--- config.mk ---
export PLATFORM = sky130hd
export DESIGN_NAME = init_sequencer
export DESIGN_NICKNAME = d
export VERILOG_FILES = /design/src/rtl/pic_pkg.sv /design/src/rtl/wr_capture.sv /design/src/rtl/init_sequencer.sv
export SDC_FILE = /design/constraint.sdc
export NUM_CORES = 1
export LEC_CHECK = 0
export ABC_AREA = 1
export CORE_ASPECT_RATIO = 1.1
export CORE_MARGIN = 10
export CORE_UTILIZATION = 45
export CTS_CLUSTER_DIAMETER = 30
export DETAILED_ROUTE_END_ITERATION = 8
export PLACE_DENSITY = 0.74
export RECOVER_POWER = 100
export SLEW_MARGIN = 0
export SYNTH_ARGS = -nofsm -noshare
export SYNTH_HDL_FRONTEND = slang
export SYNTH_SLANG_ARGS = --single-unit
export TNS_END_PERCENT = 5
--- constraint.sdc ---
create_clock -name clk -period 3.4 [get_ports clk]
set_clock_uncertainty 0.2 [all_clocks]
set_input_delay 0.68 -clock clk [delete_from_list [all_inputs] [get_ports clk]]
set_output_delay 0.68 -clock clk [all_outputs]
set_load 0.005 [all_outputs]
--- src/rtl/pic_pkg.sv ---
// rtl/pic_pkg.sv - shared state encoding and control-word bit positions
package pic_pkg;

    typedef enum logic [2:0] {
        ST_IDLE      = 3'd0,
        ST_WAIT_ICW2 = 3'd1,
        ST_WAIT_ICW3 = 3'd2,
        ST_WAIT_ICW4 = 3'd3,
        ST_READY     = 3'd4
    } pic_state_e;

    localparam int IC4_BIT  = 0;
    localparam int SNGL_BIT = 1;
    localparam int LTIM_BIT = 3;
    localparam int D4_BIT   = 4;
    localparam int D3_BIT   = 3;
    localparam int RIS_BIT  = 0;
    localparam int RR_BIT   = 1;
    localparam int P_BIT    = 2;
    localparam int SMM_BIT  = 5;
    localparam int ESMM_BIT = 6;

    function automatic logic is_icw1(input logic a0, input logic [7:0] d);
        return !a0 && d[D4_BIT];
    endfunction

endpackage

--- src/rtl/wr_capture.sv ---
// rtl/wr_capture.sv - latches CPU write data and flags the commit cycle
module wr_capture (
    input  logic       clk,
    input  logic       rst_n,
    input  logic       cs_n,
    input  logic       wr_n,
    input  logic       a0,
    input  logic [7:0] din,
    output logic       commit,
    output logic       cmt_a0,
    output logic [7:0] cmt_data
);

    logic       pend_q, pend_d;
    logic       a0_q, a0_d;
    logic [7:0] data_q, data_d;

    // The last low-strobe cycle wins; the write lands once WR_n is seen high.
    always_comb begin
        pend_d = pend_q;
        a0_d   = a0_q;
        data_d = data_q;
        if (!cs_n && !wr_n) begin
            pend_d = 1'b1;
            a0_d   = a0;
            data_d = din;
        end else if (wr_n && pend_q) begin
            pend_d = 1'b0;
        end
    end

    always_ff @(posedge clk or negedge rst_n) begin
        if (!rst_n) begin
            pend_q <= 1'b0;
            a0_q   <= 1'b0;
            data_q <= 8'h00;
        end else begin
            pend_q <= pend_d;
            a0_q   <= a0_d;
            data_q <= data_d;
        end
    end

    assign commit   = pend_q && wr_n;
    assign cmt_a0   = a0_q;
    assign cmt_data = data_q;

endmodule

--- src/rtl/init_sequencer.sv ---
// rtl/init_sequencer.sv - ICW initialisation FSM and OCW decode
module init_sequencer
    import pic_pkg::*;
(
    input  logic       clk,
    input  logic       rst_n,
    input  logic       CS_n,
    input  logic       RD_n,
    input  logic       WR_n,
    input  logic       A0,
    input  logic [7:0] InternalD,
    output logic       R,
    output logic       W,
    output logic       init_done,
    output logic [4:0] vec_base,
    output logic [7:0] icw3,
    output logic       sngl,
    output logic       ltim,
    output logic       aeoi,
    output logic [7:0] imr,
    output logic       ocw2_stb,
    output logic [7:0] ocw2_cmd,
    output logic       read_isr,
    output logic       poll_stb,
    output logic       smm
);

    logic       commit;
    logic       cmt_a0;
    logic [7:0] cmt_d;

    wr_capture u_wr_capture (
        .clk      (clk),
        .rst_n    (rst_n),
        .cs_n     (CS_n),
        .wr_n     (WR_n),
        .a0       (A0),
        .din      (InternalD),
        .commit   (commit),
        .cmt_a0   (cmt_a0),
        .cmt_data (cmt_d)
    );

    pic_state_e state_q, state_d;
    logic       r_q, r_d, w_q, w_d;
    logic       ic4_q, ic4_d;
    logic [4:0] vec_base_q, vec_base_d;
    logic [7:0] icw3_q, icw3_d;
    logic       sngl_q, sngl_d, ltim_q, ltim_d, aeoi_q, aeoi_d;
    logic [7:0] imr_q, imr_d;
    logic       ocw2_stb_q, ocw2_stb_d;
    logic [7:0] ocw2_cmd_q, ocw2_cmd_d;
    logic       read_isr_q, read_isr_d;
    logic       poll_stb_q, poll_stb_d;
    logic       smm_q, smm_d;

    always_comb begin
        state_d    = state_q;
        ic4_d      = ic4_q;
        vec_base_d = vec_base_q;
        icw3_d     = icw3_q;
        sngl_d     = sngl_q;
        ltim_d     = ltim_q;
        aeoi_d     = aeoi_q;
        imr_d      = imr_q;
        ocw2_stb_d = 1'b0;
        ocw2_cmd_d = ocw2_cmd_q;
        read_isr_d = read_isr_q;
        poll_stb_d = 1'b0;
        smm_d      = smm_q;

        // Simultaneous RD/WR is treated as no transfer on the data buffer.
        r_d = !(!CS_n && !RD_n && WR_n);
        w_d = !(!CS_n && !WR_n && RD_n);

        if (commit) begin
            if (is_icw1(cmt_a0, cmt_d)) begin
                sngl_d     = cmt_d[SNGL_BIT];
                ltim_d     = cmt_d[LTIM_BIT];
                ic4_d      = cmt_d[IC4_BIT];
                imr_d      = 8'h00;
                smm_d      = 1'b0;
                read_isr_d = 1'b0;
                aeoi_d     = 1'b0;
                state_d    = ST_WAIT_ICW2;
            end else begin
                unique case (state_q)
                    ST_WAIT_ICW2: if (cmt_a0) begin
                        vec_base_d = cmt_d[7:3];
                        if (!sngl_q)    state_d = ST_WAIT_ICW3;
                        else if (ic4_q) state_d = ST_WAIT_ICW4;
                        else            state_d = ST_READY;
                    end
                    ST_WAIT_ICW3: if (cmt_a0) begin
                        icw3_d  = cmt_d;
                        state_d = ic4_q ? ST_WAIT_ICW4 : ST_READY;
                    end
                    ST_WAIT_ICW4: if (cmt_a0) begin
                        aeoi_d  = cmt_d[1];
                        state_d = ST_READY;
                    end
                    ST_READY: begin
                        if (cmt_a0) begin
                            imr_d = cmt_d;
                        end else if (!cmt_d[D3_BIT]) begin
                            ocw2_cmd_d = cmt_d;
                            ocw2_stb_d = 1'b1;
                        end else begin
                            if (cmt_d[RR_BIT])   read_isr_d = cmt_d[RIS_BIT];
                            if (cmt_d[ESMM_BIT]) smm_d      = cmt_d[SMM_BIT];
                            if (cmt_d[P_BIT])    poll_stb_d = 1'b1;
                        end
                    end
                    default: ;
                endcase
            end
        end
    end

    always_ff @(posedge clk or negedge rst_n) begin
        if (!rst_n) begin
            state_q    <= ST_IDLE;
            r_q        <= 1'b1;
            w_q        <= 1'b1;
            ic4_q      <= 1'b0;
            vec_base_q <= 5'h00;
            icw3_q     <= 8'h00;
            sngl_q     <= 1'b0;
            ltim_q     <= 1'b0;
            aeoi_q     <= 1'b0;
            imr_q      <= 8'h00;
            ocw2_stb_q <= 1'b0;
            ocw2_cmd_q <= 8'h00;
            read_isr_q <= 1'b0;
            poll_stb_q <= 1'b0;
            smm_q      <= 1'b0;
        end else begin
            state_q    <= state_d;
            r_q        <= r_d;
            w_q        <= w_d;
            ic4_q      <= ic4_d;
            vec_base_q <= vec_base_d;
            icw3_q     <= icw3_d;
            sngl_q     <= sngl_d;
            ltim_q     <= ltim_d;
            aeoi_q     <= aeoi_d;
            imr_q      <= imr_d;
            ocw2_stb_q <= ocw2_stb_d;
            ocw2_cmd_q <= ocw2_cmd_d;
            read_isr_q <= read_isr_d;
            poll_stb_q <= poll_stb_d;
            smm_q      <= smm_d;
        end
    end

    assign R         = r_q;
    assign W         = w_q;
    assign init_done = (state_q == ST_READY);
    assign vec_base  = vec_base_q;
    assign icw3      = icw3_q;
    assign sngl      = sngl_q;
    assign ltim      = ltim_q;
    assign aeoi      = aeoi_q;
    assign imr       = imr_q;
    assign ocw2_stb  = ocw2_stb_q;
    assign ocw2_cmd  = ocw2_cmd_q;
    assign read_isr  = read_isr_q;
    assign poll_stb  = poll_stb_q;
    assign smm       = smm_q;

endmodule

==> metrics.cfg, run 1 <==
[outcome]
status=complete, no violations

[global_routing]
antenna_found_initial=0
grt_usage=0.130
grt_pass1_wl_um=8320
grt_pass1_vias=1710
grt_max_degree=52
gr-total-overflow=0

[route]
routed_wl_um=4920
vias=1656
drt-pass1-iter-count=4
drc=0
via_per_inst=4.80
routedWlPerCell_um=14.3
drtIter0Drc=111
antenna_left=0

[layout]
diodes=0
fin_nets=302
final_area_um2=2720
finalNonFillerCells=345
nFillCells=465
drive_above_1_share=0.0727
area_growth_pct=24.4

[critical_path]
r2r_setup_slack_ns=1.26
worst_ep_required_time_ns=3.41
crit_fanout=10
worstSetupPathType=in2reg
rr_startpoint=u_wr_capture.pend_q
startpoint_type=input pin
cp.arrival_ns=2.77
worstSetupEndpointType=flip-flop
reg2reg_to=vec_base[1]
worstRegToRegCells=4

[cts]
path_clk_slew_ns=0.09
cts_tree=done
cts.sinks=51
post-cts-setup-buffers=0
ctsHoldBuffers=0
clock_latency_ns=0.31
clock_path_buffers=2
cts_resized=0
cts_root_buffer=clkbuf_8
numCtsBuffers=5
htree_levels=2

[floorplan]
dieArea_um2=8040
die_w_um=86.4
initial_utilization=0.466
dieHeight_um=93.0
core_area_um2=4680
rows=26
io_pins=53

[hold_path]
min_to=ocw2_cmd[0]
min_from=ocw2_cmd[0]
hold_path_class=reg2reg
hold_path_depth=2

[timing]
fin_setup_tns_ns=0
worst_slack_ns=0.639
fmax_mhz=362
slew_headroom=0.284
fin_crit_sh=0.812
report.final.hold_viol_count=0
tightest_slew_ns=1.07
drv_slew=0
rsz0062_at_grt=false
fin_crit_ns=2.76
setup_violations=0

[synthesis]
synth_fp_nets=247
synth.largest_area_cell=dfrtp_1
ys_seq_area_frac=0.586
postSynthCellCount=233
ys_ff_latch=51
synth_top_area_share=0.562
synth_area_um2=2180
yosys-top-cells-area=dfrtp_1 56%, nand2_1 15%, o21ai_0 3.2%
synth_warnings=0
synth_area_per_cell_um2=9.37
yosysUniqueCellTypes=28

[pwr]
ir_drop_mv=0.360
p_leak_nw=1.43
p_per_area_nw_per_um2=642

[placed_design]
gp_congestion=0.822
io_buffers=51
hpwlAfterDp_um=3750
placed_cells=337
place_area_um2=2740
dp_slack_ns=1.09

[run]
drv_cap=0

-- state kept, by name, summed over array words and instances, names as in the netlist, 3 cells and up --
register and count:
icw3 8, imr 8, u_wr_capture.cmt_data 8, ocw2_cmd 7, vec_base 5, state_q 3
-- area by class of cell --
| type | count | area, um^2 | area share |
|---|---|---|---|
| repair buffers | 51 | 505 | 0.186 |
| inverters | 23 | 88.8 | 0.0327 |
| clock inverters | 1 | 5.00 | 0.00184 |
| clock buffers | 7 | 76.3 | 0.0281 |
| multi-input cells | 156 | 691 | 0.254 |
| flip-flops and latches | 51 | 1280 | 0.471 |
| well taps | 56 | 70.1 | 0.0258 |
-- cells in the mapped netlist, drive strengths merged --
cell type   n
dfrtp      49
nor2       19
a21oi       2
nand3       8
dfstp       2
nand2      92
clkbuf      1
conb        1
inv        23
nor3        2
o21ai      28
nand4       4
buf         2
-- worst max-delay path by stage --
stage | start | to | slack (ns) | cells after the start
global placement | WR_n | vec_base[1] | 1.13 | 6
finish | WR_n | vec_base[1] | 0.64 | 5
global route | WR_n | vec_base[1] | 0.40 | 5
detailed placement | WR_n | vec_base[1] | 1.09 | 6
floorplan | state_q[0] | init_done | 1.72 | 3
CTS | state_q[0] | init_done | 0.77 | 4
-- cells in the final DEF (no fill, tap or decap), types with 2 or more instances in the layout --
master           count
a21oi_1              2
clkbuf_1             2
clkbuf_8             5
clkdlybuf4s50_1     12
dfrtp_1             49
dfstp_2              2
dlygate4sd3_1       38
inv_1               19
inv_2                3
nand2_1             88
nand2_2              2
nand2_4              2
nand3_1              8
nand4_1              3
nor2_1              19
nor3_1               2
o21ai_0             24
o21ai_2              2
-- worst max-delay path: stages --
cell,delay [ns]
dlygate4sd3_1,0.59
nand2_1,0.14
nor2_1,0.59
nand4_1,0.47
o21ai_0,0.31
-- report_power, final --
part / leakage [nW] / internal, mW / switching [mW]
logic: 0.734 / 0.274 / 0.258
registers: 0.658 / 0.772 / 0.104
clock network: 0.0422 / 0.145 / 0.191
total: 1.43 / 1.19 / 0.553
-- layer usage --
| metal | part of all wire | global-route usage | vias to the layer above |
|---|---|---|---|
| li1 | - | - | 836 |
| met1 | 0.43 | 0.150 | 763 |
| met2 | 0.47 | 0.205 | 50 |
| met3 | 0.095 | 0.0651 | 7 |
| met4 | 0.014 | 0.0405 | 0 |
| met5 | 0 | 0 | - |
-- cell families (layout without fill, tap and decap cells) --
kind of cell,after synthesis,count (layout),share of synthesized area
flip-flops,51,51,0.586
AO/OA/AOI/OAI,30,30,0.0929
AND/OR/NAND/NOR,125,125,0.268
other,1,1,0.00172
buffers and inverters,26,82,0.0510
-- through the flow --
stage | util | hold slack (ns) | power [mW]
after global placement | 0.584 | 0.254 | 1.51
after CTS | 0.601 | 0.284 | 1.87
final | 0.580 | 0.272 | 1.74
after floorplan | - | 0.184 | 1.15
after detailed placement | 0.584 | 0.262 | 1.53
after global routing | 0.580 | 0.306 | 1.88
(Power assumes the default switching activity.)
==> run 2, diff against run 1 <==
clock period = 2.59 ns   (was 3.4 ns; I/O delays follow)
==> metrics.cfg, run 2 (synthesis gave the netlist of run 1 again) <==
[global_routing]
antenna_found_initial=0
gr-total-overflow=0
use_met3=0.0564
grt_usage=0.133
busiest_layer=met2
grt_pass1_vias=1790
grt_use_met1=0.160
grt_max_degree=27
grt_pass1_wl_um=8630
grt_use_met2=0.211

[route]
routed_wl_um=5030
antenna_left=0
routedWlPerCell_um=14.4
drc=0
drtIter0Drc=99
vias=1672
drt-pass1-iter-count=4
via_per_inst=4.80

[timing]
whs_ns=0.271
setup_violations=0
tightest_slew_ns=1.43
fin_crit_sh=0.911
report.final.hold_viol_count=0
fin_crit_ns=2.36
fin_setup_tns_ns=0
worst_slack_ns=0.231
fmax_mhz=424
rsz0062_at_grt=false
slew_headroom=0.0437
drv_slew=0

[layout]
multiInputGateArea_um2=696
area_growth_pct=26.8
fin_nets=305
drive_above_1_share=0.0753
final_area_um2=2770
layout_common_cells=89 x nand2_1, 49 x dfrtp_1, 38 x dlygate4sd3_1
final_common_cell=nand2_1
nFillCells=433
seqCellArea_um2=1280
post-route-util=0.591
diodes=0

[placed_design]
hpwlAfterDp_um=3910
io_buffers=51
gp_congestion=0.840
place_area_um2=2760
dp_slack_ns=0.451

[critical_path]
startpoint_type=flip-flop
worstSetupPathType=reg2out
crit_fanout=6
worst_ep_required_time_ns=1.87
cp.arrival_ns=1.64
worstSetupEndpointType=output pin

[hold_path]
hold_path_class=reg2reg

[cts]
post-cts-setup-buffers=0
path_clk_slew_ns=0.08
cts_tree=done
numCtsBuffers=5
cts_resized=0
htree_levels=2
clock_path_buffers=2
ctsHoldBuffers=0
cts.sinks=51
cts_root_buffer=clkbuf_8
clock_latency_ns=0.31

[floorplan]
core_area_um2=4680
rows=26
dieArea_um2=8040
io_pins=53
die_w_um=86.4
initial_utilization=0.466
dieHeight_um=93.0

[run]
drv_cap=0

[pwr]
p_per_area_nw_per_um2=876
p_leak_nw=1.45
ir_drop_mv=0.382

[outcome]
status=complete, no violations

## run 2: changes by cell type in the layout (fill, tap and decap cells not counted), sizes merged
cell    change
clkbuf      +3
buf         -1
bufinv      +1
## run 2: routing by layer
| layer | vias up | wire (um) | part of all wire |
|---|---|---|---|
| li1 | 854 | - | - |
| met2 | 54 | 2310 | 0.46 |
| met4 | 0 | 65 | 0.013 |
| met1 | 756 | 2210 | 0.44 |
| met5 | - | 0 | 0 |
| met3 | 8 | 437 | 0.087 |
## run 2: stage by stage
step / total power [mW] / std cells
6_report: 2.42 / 348
5_1_grt: 2.60 / 348
4_1_cts: 2.58 / 348
3_5_place_dp: 2.01 / 340
3_3_place_gp: 1.99 / 340
2_1_floorplan: 1.50 / 233
## run 2: layout make-up
class / count / share of cell area
Clock buffer: 6 / 0.0299
Clock inverter: 2 / 0.0127
Inverter: 23 / 0.0321
Multi-Input combinational cell: 156 / 0.251
Sequential cell: 51 / 0.462
Tap cell: 56 / 0.0253
Timing Repair Buffer: 54 / 0.186
## run 2: power breakdown
group,switching (mW),internal (mW),total [mW],leakage [nW]
Sequential,0.144,1.01,1.16,0.658
Clock,0.257,0.313,0.569,0.0612
Combinational,0.333,0.365,0.698,0.734
Total,0.733,1.69,2.42,1.45
## run 2: worst max-delay path, stage by stage, from the launching register on
cell	delay, ns
dfrtp_1	0.48
nor2_4	0.18
nand2_4	0.07
inv_2	0.10
clkdlybuf4s50_1	0.51
## run 2: final timing paths
check | startpoint | end | slack, ns | depth (start not counted)
max | state_q[0] | init_done | 0.23 | 4
min | imr[3] | imr[3] | 0.27 | 2
max reg2reg | u_wr_capture.cmt_a0 | imr[5] | 0.69 | 7
min reg2reg | imr[3] | imr[3] | 0.27 | 2
max in group asynchronous | rst_n | ocw2_cmd[0] | 0.58 | 2
min in group asynchronous | rst_n | u_wr_capture.pend_q | 0.33 | 1
